File: src/rtl/alu_issue_ctrl.sv
// Single-outstanding sequencer in front of the 32-bit ALU: IDLE -> ISSUE -> WAIT -> RESP.
// Optional watchdog on the WAIT state is compiled in with ALU_WATCHDOG_EN.
module alu_issue_ctrl #(
  parameter int WIDTH   = 32,
  parameter int LAT_W   = 8,
  parameter int TIMEOUT = 255
) (
  input  logic             clk,
  input  logic             reset,
  input  logic             req_valid,
  output logic             req_ready,
  input  logic [3:0]       req_opcode,
  input  logic [WIDTH-1:0] req_num_1,
  input  logic [WIDTH-1:0] req_num_2,
  input  logic [WIDTH-1:0] req_sub,
  output logic [WIDTH-1:0] alu_num_1,
  output logic [WIDTH-1:0] alu_num_2,
  output logic [WIDTH-1:0] alu_sub_reg_input,
  output logic [3:0]       alu_opcode,
  input  logic [WIDTH-1:0] alu_result,
  input  logic [WIDTH-1:0] alu_sub_reg_result,
  input  logic             alu_done,
  input  logic [3:0]       alu_flag,
  output logic             rsp_valid,
  input  logic             rsp_ready,
  output logic [WIDTH-1:0] rsp_result,
  output logic [WIDTH-1:0] rsp_sub,
  output logic [3:0]       rsp_flag,
  output logic [LAT_W-1:0] rsp_latency,
`ifdef ALU_WATCHDOG_EN
  output logic             rsp_timeout,
`endif
  output logic             rsp_illegal
);
  typedef enum logic [1:0] {IDLE, ISSUE, WAIT, RESP} state_t;

`ifdef ALU_WATCHDOG_EN
  localparam bit WD_EN = 1'b1;
`else
  localparam bit WD_EN = 1'b0;
`endif
  localparam int WD_W = (TIMEOUT > 1) ? $clog2(TIMEOUT + 1) : 1;

  state_t           state, state_nxt;
  logic [LAT_W-1:0] lat_cnt, lat_inc;
  logic [WD_W-1:0]  wait_cnt;
  logic             illegal_op, wd_hit;

  assign lat_inc    = (&lat_cnt) ? lat_cnt : lat_cnt + 1'b1;
  assign illegal_op = alu_opcode > 4'd8;
  // wait_cnt is constant-folded away when the watchdog is compiled out
  assign wd_hit     = WD_EN && !alu_done && (wait_cnt == WD_W'(TIMEOUT - 1));
  assign req_ready  = (state == IDLE);
  assign rsp_valid  = (state == RESP);

  always_ff @(posedge clk or posedge reset) begin
    if (reset) state <= IDLE;
    else       state <= state_nxt;
  end

  always_comb begin
    state_nxt = state;
    case (state)
      IDLE:  if (req_valid) state_nxt = ISSUE;
      ISSUE: state_nxt = illegal_op ? RESP : WAIT;
      WAIT:  if (alu_done || wd_hit) state_nxt = RESP;
      RESP:  if (rsp_ready) state_nxt = IDLE;
      default: state_nxt = IDLE;
    endcase
  end

  always_ff @(posedge clk or posedge reset) begin
    if (reset) begin
      alu_num_1         <= '0;
      alu_num_2         <= '0;
      alu_sub_reg_input <= '0;
      alu_opcode        <= 4'hF;
      lat_cnt           <= '0;
      wait_cnt          <= '0;
      rsp_result        <= '0;
      rsp_sub           <= '0;
      rsp_flag          <= '0;
      rsp_latency       <= '0;
      rsp_illegal       <= 1'b0;
`ifdef ALU_WATCHDOG_EN
      rsp_timeout       <= 1'b0;
`endif
    end else begin
      case (state)
        IDLE: if (req_valid) begin
          alu_num_1         <= req_num_1;
          alu_num_2         <= req_num_2;
          alu_sub_reg_input <= req_sub;
          alu_opcode        <= req_opcode;
          lat_cnt           <= '0;
          wait_cnt          <= '0;
        end
        ISSUE: begin
          // done is deliberately ignored here: it may still reflect the previous op
          lat_cnt <= lat_inc;
          if (illegal_op) begin
            rsp_result  <= '0;
            rsp_sub     <= '0;
            rsp_flag    <= 4'hF;
            rsp_latency <= lat_inc;
            rsp_illegal <= 1'b1;
`ifdef ALU_WATCHDOG_EN
            rsp_timeout <= 1'b0;
`endif
            alu_opcode  <= 4'hF;
          end
        end
        WAIT: begin
          lat_cnt  <= lat_inc;
          wait_cnt <= wait_cnt + 1'b1;
          if (alu_done) begin
            rsp_result  <= alu_result;
            rsp_sub     <= alu_sub_reg_result;
            rsp_flag    <= alu_flag;
            rsp_latency <= lat_inc;
            rsp_illegal <= 1'b0;
`ifdef ALU_WATCHDOG_EN
            rsp_timeout <= 1'b0;
`endif
            alu_opcode  <= 4'hF;
          end else if (wd_hit) begin
            rsp_result  <= '0;
            rsp_sub     <= '0;
            rsp_flag    <= 4'hF;
            rsp_latency <= lat_inc;
            rsp_illegal <= 1'b0;
`ifdef ALU_WATCHDOG_EN
            rsp_timeout <= 1'b1;
`endif
            alu_opcode  <= 4'hF;
          end
        end
        default: ;
      endcase
    end
  end
endmodule

File: config.mk
export PLATFORM = sky130hd
export DESIGN_NAME = alu_issue_ctrl
export DESIGN_NICKNAME = d
export VERILOG_FILES = /design/src/rtl/alu_issue_ctrl.sv
export SDC_FILE = /design/constraint.sdc
export NUM_CORES = 1
export LEC_CHECK = 0
export ABC_AREA = 0
export BUFFER_PORTS_ARGS = -buffer_cell sky130_fd_sc_hd__clkbuf_2
export CORE_AREA = 2 2 138 140
export DETAILED_ROUTE_END_ITERATION = 8
export DIE_AREA = 0 0 140 142
export PLACE_DENSITY = 0.77
export REMOVE_ABC_BUFFERS = 1
export SYNTH_ARGS = -nofsm -noshare
export SYNTH_HDL_FRONTEND = slang
export SYNTH_SLANG_ARGS = --single-unit
File: constraint.sdc
create_clock -name clk -period 15.54 [get_ports clk]
set_input_delay 0.777 -clock clk [delete_from_list [all_inputs] [get_ports clk]]
set_output_delay 0.777 -clock clk [all_outputs]
set_load 0.1 [all_outputs]
Word level (Yosys, flattened, before mapping)
Index checks and enable logic that the tools add are counted.
W data, S select, Z words.
{ "classes": {"n_lt_le_gt_ge": 1, "eq_ne": 7, "n_addsub": 1, "muxes": 25, "n_reduce_logical": 11} }
{ "op_table": {"columns": ["operator", "n"], "rows": [
  ["$pmux W32 S2", 2],
  ["$mux W32", 3],
  ["$mux W8", 4],
  ["$pmux W8 S2", 2],
  ["$mux W4", 4],
  ["$pmux W4 S3", 1],
  ["$add A8 B1 Y8 const B", 1],
  ["$pmux W2 S4", 1],
  ["$pmux W4 S2", 1],
  ["$reduce_and A8 Y1", 1],
  ["$mux W2", 3],
  ["$ne A2 B2 Y1 const B", 3],
  ["$reduce_and A3 Y1", 2],
  ["$eq A2 B2 Y1 const B", 2],
  ["$gt A4 B4 Y1 const B", 1],
  ["$reduce_and A2 Y1", 2],
  ["$reduce_and A4 Y1", 1],
  ["$reduce_bool A2 Y1", 2],
  ["$mux W1", 3],
  ["$reduce_bool A3 Y1", 1],
  ["$eq A2 B1 Y1 const B", 1],
  ["$logic_not A2 Y1", 1],
  ["$ne A2 B1 Y1 const B", 1],
  ["$pmux W1 S2", 1],
  ["$reduce_or A2 Y1", 1]
]} }
{ "totals": {"reg_bits": 187, "in_bits": 173, "word_cells": 56} }

Longest topological paths before layout
Gate-level depths: netlist (run 1).
{ "depth": {"depth_word": 4, "depth_mapped": 9, "ltp_nobuf": 6} }

Worst setup path before layout (run 1)
Ideal clock, no wire load.
{ "synth_timing": {"path_kind": "register to register", "startpoint": "register state[0]", "endpoint": "register alu_sub_reg_input[10]", "t_arrival_ps": 2318, "path_slack_ps": 13096, "period_less_slack_ps": 2444, "path_stages_with_launch": 8, "t_required_ps": 15414, "path_cell_list": "dfrtp_1 inv_1 ha_1 buf_2 nand2_1 buf_2 buf_4 mux2_2"} }
{ "synth_between": {"elab_chain_len": 2} }
{ "synth_lines": {"columns": ["element", "line", "rtl"], "rows": [
  ["start, declared", "44", "state_t state, state_nxt;"],
  ["start signal, assigned", "58", "else state <= state_nxt;"],
  ["$logic_not A2 Y1", null, null],
  ["named net req_ready", "11", "output logic req_ready,"],
  ["$reduce_and A2 Y1 (no line)", null, null],
  ["end signal, assigned", "93", "alu_sub_reg_input <= req_sub;"],
  ["end, declared", "18", "output logic [WIDTH-1:0] alu_sub_reg_input,"]
]} }
The timed path passes the listed nets, and every way through them passes these cells.
A chain may end at the register's enable or synchronous reset.

Final worst setup path (run 1)
{ "layout_timing": {"startpoint": "register state[0]", "endpoint": "register rsp_sub[25]"} }
{ "layout_between": {"elab_chain_len": 3, "elab_cells_between_ends": 7} }
{ "layout_lines": {"columns": ["element", "line", "rtl"], "rows": [
  ["$eq A2 B1 Y1 / $eq A2 B2 Y1 (equally long branches)", "89", "case (state)"],
  ["$ne A2 B2 Y1 (no line) / $reduce_bool A2 Y1 (equally long branches)", null, null],
  ["$reduce_and A3 Y1 (no line)", null, null],
  ["end signal, assigned", "118", "rsp_sub <= alu_sub_reg_result;"],
  ["end, declared", "27", "output logic [WIDTH-1:0] rsp_sub,"]
]} }
Parallel ways exist; a longest one is shown, timed or not.

==> results of run 1 <==
## synthesized netlist by cell type, types with 3 or more instances
library cell    n  share of area [%]
a21oi_1         5               0.33
buf_2          13               0.86
buf_4           3               0.30
buf_6           9                1.3
clkbuf_1       13               0.65
dfrtp_1       183                 61
dfstp_2         4                1.4
ha_1            5               0.83
inv_1           7               0.35
mux2_2         96                 14
nand2_1       157                7.8
nand3_1         4               0.26
nor2_1         23                1.1
o21ai_0        61                4.0
o21ai_1        17                1.1
o31ai_1         5               0.50
## final timing paths
path	endpoint	slack, ns	depth (start not counted)
setup / recovery	rsp_sub[25]	12.67	7
hold / removal	rsp_latency[0]	0.48	2
min in group asynchronous	rsp_sub[3]	0.49	2
setup reg to reg	rsp_sub[25]	12.67	7
hold reg to reg	rsp_latency[0]	0.48	2
max in group asynchronous	rsp_sub[6]	13.51	3
## routing by layer
metal	track usage, %	vias up	routed length (um)
li1	-	2848	-
met4	5.95	0	388
met1	21.1	2764	7230
met5	0	-	0
met2	33.0	209	9760
met3	5.08	29	1210
## cell type report
class | count | area, sq um
diodes | 1 | 2.50
clock buffers | 17 | 425
clock inverters | 15 | 153
fillers | 1636 | 8460
inverters | 7 | 33.8
multi-input cells | 408 | 2620
flip-flops and latches | 187 | 4680
well taps | 234 | 293
repair buffers | 355 | 1790
## flip-flops by register name (all words and copies together) (netlist names)
signal,count
rsp_result,32
alu_sub_reg_input,32
rsp_latency,8
rsp_sub,32
state,2
rsp_illegal,1
alu_num_1,32
alu_num_2,32
lat_cnt,8
alu_opcode,4
rsp_flag,4
## tightest hold or removal path, delay by kind of cell (launching register included)
kind	cells	cell delay, ns
DFF	1	0.34
and+or+nand+nor	1	0.05
AOI/OAI and AO/OA	1	0.06
## stage by stage
| step | hold WS [ns] | instance area (sq um) | cells |
|---|---|---|---|
| 4_1_cts | 0.486 | 10000 | 1223 |
| 3_3_place_gp | 0.462 | 9420 | 1191 |
| 5_1_grt | 0.505 | 10000 | 1224 |
| 6_report | 0.478 | 10000 | 1224 |
| 2_1_floorplan | 0.506 | 7310 | 602 |
| 3_5_place_dp | 0.470 | 9420 | 1191 |
## kinds of logic after synthesis
group / count (synthesis)
buffers and inverters: 46
DFF: 187
muxes: 98
and+or+nand+nor: 197
AOI/OAI and AO/OA: 107
xor gates and xnor gates: 1
adders and majority gates: 5
==> impl_metrics.csv, run 1 <==
group,metric,value,unit
run_status,outcome,"finished, violations left",
run_status,violations,"design-rule violations",
detailed_routing,num_vias,5850,
synthesis,synthesis.area,0.00756,sq mm
clocking,cts_inserted_buffers,17,
die,rows,50,
setup_path,start_kind,"flop",
clocking,cts_resized,0,
finish,final_cell_mix,"351 x clkbuf_2, 183 x dfrtp_1, 156 x nand2_1, 96 x mux2_2, 61 x o21ai_0",
synthesis,synthDistinctLibCells,44,
setup_path,cpPeakStageDelay,0.83,ns
sta,worst_slack,12.67,ns
sta,hold_viol_final,0,
sta,max_freq,0.349,GHz
setup_path,cp-startpoint,"state[0]",
global_route,antenna_found_initial,1,
synthesis,synth_top_family_by_area,"multiplexers",
clocking,clkTransAtPathRegs,0.08,ns
clocking,cts_hold_buf,0,
synthesis,netlist_instances,641,
synthesis,ys_seq_elements,187,
synthesis,synth_compound_area_share,8.54,%
place,pre_cts_ws,12.68,ns
detailed_routing,ant_nets,0,
setup_path,cp.arrival,3.12,ns
detailed_routing,first_pass_iters,9,
sta,setup_tns,0,ns
die,pin_count,352,
detailed_routing,vias_per_cell,4.78,
global_route,grt.total_usage,18.3,%
clocking,clkLatencyLatePin,0.42,ns
setup_path,critPathCaptureType,"flop",
setup_path,path_cells,"inv_1 -> ha_2 -> buf_4 -> nor2_1 -> a211o_4 -> buf_4 -> o21ai_0",
synthesis,synth.mux.area_fraction,14.6,%
setup_path,crit_type,"flop to flop",
place,place_congestion,0.796,
hold_path,hold_class,"flop to flop",
finish,layout-drive-gt1-share,50.4,%
synthesis,synthArstFlopShare,100,%
setup_path,required,15.79,ns
finish,fin_nets,1154,
synthesis,syn_area_per_cell,11.8,sq um
setup_path,r2r-start,"state[0]",
clocking,cts_max_level,4,
synthesis,synthXorXnorAreaFrac,0.116,%
synthesis,ys.flop_type,"dfrtp_1",
detailed_routing,totalWireLength,18.6,mm
clocking,tritoncts,"done",
setup_path,slowest_stage,"buf_4",
sta,finClkSkew,0.0132,ns
sta,fin_crit_sh,18.4,%
clocking,clock_path_buffers,2,
detailed_routing,first_iter_violations,247,
place,portBuffers,351,
detailed_routing,drc,25,
clocking,post_cts_buffers,0,
run,cap_violations,0,
sta,max_slew_margin,24.5,%
global_route,grt_pass1_wl,28.6,mm
place,hpwl,13.7,mm
die,start_util,40.9,%
global_route,grt_pass1_vias,5602,
sta,tightest_slew,1.13,ns
sta,fin_crit,2.87,ns
finish,final_util,54.2,%
setup_path,cp_max_fo,133,
synthesis,synth-simple-area-share,10.4,%
die,die_x,140,um
global_route,grt_max_degree,134,
sta,finalMaxSlewViolations,0,
die,dieArea,0.0199,sq mm
synthesis,yosysWarnings,0,
sta,rsz0062_at_grt,"no",
clocking,clock_sinks,187,
clocking,clock-root-buffer,"clkbuf_16",
setup_path,path_buf_inv,3,
setup_path,crit_top_cell,"buf_4",
synthesis,yosysSeqAreaShare,62.0,%
finish,layout_commonest_cell,"clkbuf_2",
detailed_routing,wire_per_inst,15.2,um
synthesis,synth-edff-count,0,
setup_path,cp_top_family,"buffers and inverters",
sta,setup_violations,0,
hold_path,hold_path_startpoint,"rsp_latency[0]",
global_route,grt_overflow,0,
die,fp.dieH,142,um
synthesis,synth_adder_area_share,0.828,%
finish,area_growth,32.3,%
die,core_area,0.0185,sq mm
Power of run 1 is not shown: default switching activity piles up to over one toggle a cycle in this logic, so the estimate is an artifact.
==> run 2: changes to the inputs <==
Settings changed: CORE_AREA 2 2 138 140 to not set, CORE_MARGIN set to 2, CORE_UTILIZATION set to 42, DIE_AREA 0 0 140 142 to not set, PLACE_DENSITY 0.77 to 0.81.
Clock period 15.54 ns to 2.3 ns, I/O delays scaled along.
==> run 2 against run 1 <==
The flow now finishes without violations. First-iteration DRC count rose by 32%. Clock skew fell by 0.0056 ns. Via count rose by 19%. Critical endpoint is now rsp_result[21].
==> impl_metrics.csv, run 2 (synthesized netlist as in run 1, its figures left out) <==
group,metric,value,unit
place,hpwl,14.5,mm
sta,setup_violations,0,
finish,area_growth,56.4,%
detailed_routing,drc,0,
clocking,clock-root-buffer,"clkbuf_16",
setup_path,cp_top_family,"compound AO/OA/AOI/OAI gates",
die,start_util,42.5,%
run_status,outcome,"completed",
run,cap_violations,0,
sta,tightest_slew,0.615,ns
clocking,clock_path_buffers,2,
clocking,clock_sinks,187,
sta,finalMaxSlewViolations,0,
setup_path,required,2.58,ns
clocking,cts_resized,0,
sta,finClkSkew,0.00767,ns
die,fp.dieH,138,um
global_route,grt_overflow,0,
setup_path,critPathCaptureType,"flop",
global_route,grt_max_degree,79,
sta,fin_crit,2.09,ns
sta,max_slew_margin,59.0,%
detailed_routing,totalWireLength,25.0,mm
setup_path,start_kind,"flop",
sta,rsz0062_at_grt,"no",
die,pin_count,352,
global_route,antenna_found_initial,3,
place,place_congestion,0.837,
die,rows,49,
sta,fin_crit_sh,90.9,%
detailed_routing,num_vias,6980,
detailed_routing,dr_wl_met3,1.49,mm
detailed_routing,first_pass_iters,5,
setup_path,cpPeakStageDelay,0.44,ns
detailed_routing,first_iter_violations,327,
global_route,grt.total_usage,26.3,%
clocking,clkTransAtPathRegs,0.07,ns
setup_path,slowest_stage,"dfrtp_1",
detailed_routing,vias_per_cell,4.99,
place,placedCellCount,1195,
die,die_x,138,um
detailed_routing,wire_per_inst,17.9,um
finish,layout-drive-gt1-share,43.4,%
clocking,clkLatencyLatePin,0.42,ns
clocking,post_cts_buffers,0,
clocking,cts_max_level,4,
setup_path,crit_type,"flop to flop",
finish,fin_nets,1332,
global_route,grt_pass1_vias,7526,
place,pre_cts_ws,0.248,ns
finish,layout_commonest_cell,"clkbuf_2",
setup_path,cp.arrival,2.38,ns
detailed_routing,ant_nets,0,
hold_path,hold_class,"primary input to flop",
detailed_routing,top_layer_used,"met4",
sta,max_freq,0.478,GHz
setup_path,path_cells,"inv_1 -> ha_2 -> nor2b_2 -> a211o_4 -> buf_12 -> o21ai_0",
clocking,cts_inserted_buffers,17,
sta,hold_viol_final,0,
global_route,grt_pass1_wl,39.8,mm
finish,final_cell_mix,"351 x clkbuf_2, 183 x dfrtp_1, 169 x dlygate4sd3_1, 156 x nand2_1, 96 x mux2_2",
finish,finalNonFillerCells,1399,
setup_path,path_buf_inv,2,
detailed_routing,wl_met2,13.3,mm
die,dieArea,0.0191,sq mm
sta,worst_slack,0.208,ns
finish,fill_cells,1254,
detailed_routing,met1Wirelength,9.03,mm
clocking,tritoncts,"done",
place,portBuffers,351,
die,core_area,0.0178,sq mm
setup_path,cp_max_fo,70,
run 2: cell types whose count changed in the layout (fill, tap and decap cells not counted), moves of 3 or more:
| cell | change |
|---|---|
| buf_4 | +3 |
| inv_6 | -3 |
| dlygate4sd3_1 | +169 |
| diode_2 | +3 |
| buf_12 | +6 |
run 2: repair_timing:
item	in CTS	in global routing
hold buffers	169	0
endpoints found under the hold margin	244	0
setup endpoints to repair	0	0
run 2: cell type report:
cell class	instances	area, sq um	area share, %
Multi-Input combinational cell	408	2620	22.2
Clock inverter	14	135	1.14
Clock buffer	17	425	3.60
Tap cell	229	287	2.42
Antenna cell	4	10.0	0.0847
Sequential cell	187	4680	39.6
Timing Repair Buffer	533	3620	30.6
Inverter	7	33.8	0.286
run 2: tightest hold or removal path: stages:
cell,delay [ns]
clkbuf_2,0.14
a31oi_1,0.09
o31a_1,0.10
run 2: per-layer routing:
layer | GRT usage, % | vias to the layer above
met4 | 13.3 | 0
li1 | - | 3198
met2 | 47.4 | 322
met5 | 0 | -
met3 | 6.37 | 81
met1 | 28.8 | 3379
run 2: worst paths after layout:
kind	cells after the start	to	slack (ns)	startpoint
hold / removal	3	lat_cnt[2]	0.07	req_valid
max in group asynchronous	4	rsp_result[25]	1.23	reset
setup / recovery	6	rsp_result[21]	0.21	state[0]
hold reg to reg	2	rsp_result[9]	0.48	rsp_result[9]
setup reg to reg	6	rsp_result[21]	0.21	state[0]
min in group asynchronous	3	alu_num_1[11]	0.35	reset
run 2: per-stage QoR:
step | util, % | setup TNS [ns] | hold WS, ns | area (sq um)
floorplan | - | -916.19 | 0.251 | 7310
global placement | 53.7 | 0 | 0.224 | 9560
detailed placement | 53.7 | 0 | 0.228 | 9560
CTS | 66.4 | 0 | 0.0512 | 11800
global route | 66.5 | 0 | 0.0816 | 11800
finish | 66.5 | 0 | 0.0661 | 11800
Power of run 2 is left out for the same reason.
==> run 3: changes to the inputs <==
Settings changed: REMOVE_ABC_BUFFERS 1 to not set.
==> run 3 against run 2 <==
Cell area is 0.56% higher. Highest routed layer unchanged. Sequential share of layout area shrank 0.22 points. Wire length is 2.0% lower.
==> impl_metrics.csv, run 3 (synthesized netlist as in run 1, its figures left out) <==
group,metric,value,unit
finish,final_util,66.8,%
hold_path,holdPathStages,3,
die,core_area,0.0178,sq mm
sta,rsz0062_at_grt,"no",
synthesis,syn_nets,819,
die,pin_count,352,
sta,tightest_slew,0.655,ns
detailed_routing,drc,0,
setup_path,crit_type,"flop to flop",
detailed_routing,first_pass_iters,5,
sta,finClkSkew,0.0109,ns
clocking,clkTransAtPathRegs,0.07,ns
sta,max_freq,0.512,GHz
global_route,grt_max_degree,88,
sta,hold_viol_final,0,
die,fp.dieH,138,um
run,cap_violations,0,
setup_path,cp_max_fo,58,
global_route,grt_overflow,0,
clocking,clock_path_buffers,2,
detailed_routing,first_iter_violations,367,
detailed_routing,ant_nets,0,
place,place_congestion,0.829,
clocking,clkLatencyLatePin,0.43,ns
global_route,antenna_found_initial,1,
global_route,grt_pass1_vias,7423,
detailed_routing,totalWireLength,24.5,mm
clocking,tritoncts,"done",
clocking,clock-root-buffer,"clkbuf_16",
setup_path,r2r_slack,0.35,ns
sta,fin_crit,1.95,ns
global_route,grt.total_usage,25.9,%
clocking,clock_sinks,187,
setup_path,critPathCaptureType,"flop",
die,die_x,138,um
place,hpwl,15.1,mm
clocking,cts_hold_buf,169,
detailed_routing,wire_per_inst,17.6,um
finish,final_cell_mix,"351 x clkbuf_2, 183 x dfrtp_1, 169 x dlygate4sd3_1, 156 x nand2_1, 96 x mux2_2",
hold_path,hold_path_startpoint,"req_valid",
setup_path,r2r-start,"state[0]",
detailed_routing,num_vias,6981,
finish,fin_nets,1332,
die,start_util,42.5,%
clocking,cts_resized,0,
clocking,post_cts_buffers,0,
die,dieArea,0.0191,sq mm
clocking,cts_max_level,4,
finish,area_growth,57.3,%
finish,layout_commonest_cell,"clkbuf_2",
die,rows,49,
sta,finalMaxSlewViolations,0,
hold_path,hold_class,"primary input to flop",
detailed_routing,vias_per_cell,5.00,
global_route,grt_pass1_wl,39.3,mm
setup_path,r2r_end,"rsp_result[19]",
finish,layout-drive-gt1-share,43.5,%
sta,fin_crit_sh,85.0,%
hold_path,min_to,"lat_cnt[2]",
clocking,cts_inserted_buffers,17,
sta,setup_violations,0,
run_status,outcome,"completed",
sta,max_slew_margin,56.3,%
setup_path,start_kind,"flop",
setup_path,required,2.59,ns
setup_path,cp.arrival,2.25,ns
setup_path,r2r_cells,7,
place,portBuffers,351,
[run 3: cell types whose count changed in the layout (fill, tap and decap cells not counted), sizes merged]
cell,change
clkbuf,+1
clkinvlp,+2
diode,-3
inv,-1
bufinv,+2
clkinv,-4
[run 3: how the worst max path moves through the flow]
stage / start / end / slack, ns / cells after the start
2_1_floorplan: reset / alu_num_1[0] / -0.22 / 1
3_3_place_gp: state[0] / rsp_latency[6] / 0.47 / 6
3_5_place_dp: state[0] / rsp_result[19] / 0.36 / 7
4_1_cts: state[0] / rsp_result[19] / 0.35 / 6
5_1_grt: state[0] / rsp_flag[3] / 0.24 / 7
6_report: state[0] / rsp_result[19] / 0.35 / 7
[run 3: metal layers]
layer	share of wire [%]	track usage [%]	up-vias
met5	0	0	-
met4	4.9	13.1	0
met3	5.0	5.96	94
met2	52	45.5	309
met1	38	29.7	3377
li1	-	-	3201
[run 3: final cells by class]
class,instances,area (sq um)
Sequential cell,187,4680
Clock buffer,18,439
Antenna cell,1,2.50
Tap cell,229,287
Multi-Input combinational cell,408,2620
Inverter,7,30.0
Fill cell,1206,5900
Timing Repair Buffer,533,3660
Clock inverter,13,159
[run 3: critical path, stage by stage, from the launching register on]
cell and delay, ns:
dfrtp_1 0.41, inv_1 0.09, ha_2 0.21, nor2b_2 0.18
a211o_4 0.46, buf_12 0.25, nand2_1 0.09, o21ai_0 0.10
[run 3: stage by stage]
| step | worst slack [ns] | hold slack [ns] | std cells | area (sq um) | setup TNS (ns) |
|---|---|---|---|---|---|
| floorplan | -0.218 | 0.251 | 641 | 7560 | -39.94 |
| global placement | 0.470 | 0.0387 | 1195 | 9590 | 0 |
| detailed placement | 0.362 | 0.0375 | 1195 | 9590 | 0 |
| CTS | 0.347 | 0.0656 | 1395 | 11900 | 0 |
| global route | 0.238 | 0.102 | 1396 | 11900 | 0 |
| finish | 0.346 | 0.0837 | 1396 | 11900 | 0 |
Power of run 3 is left out for the same reason.
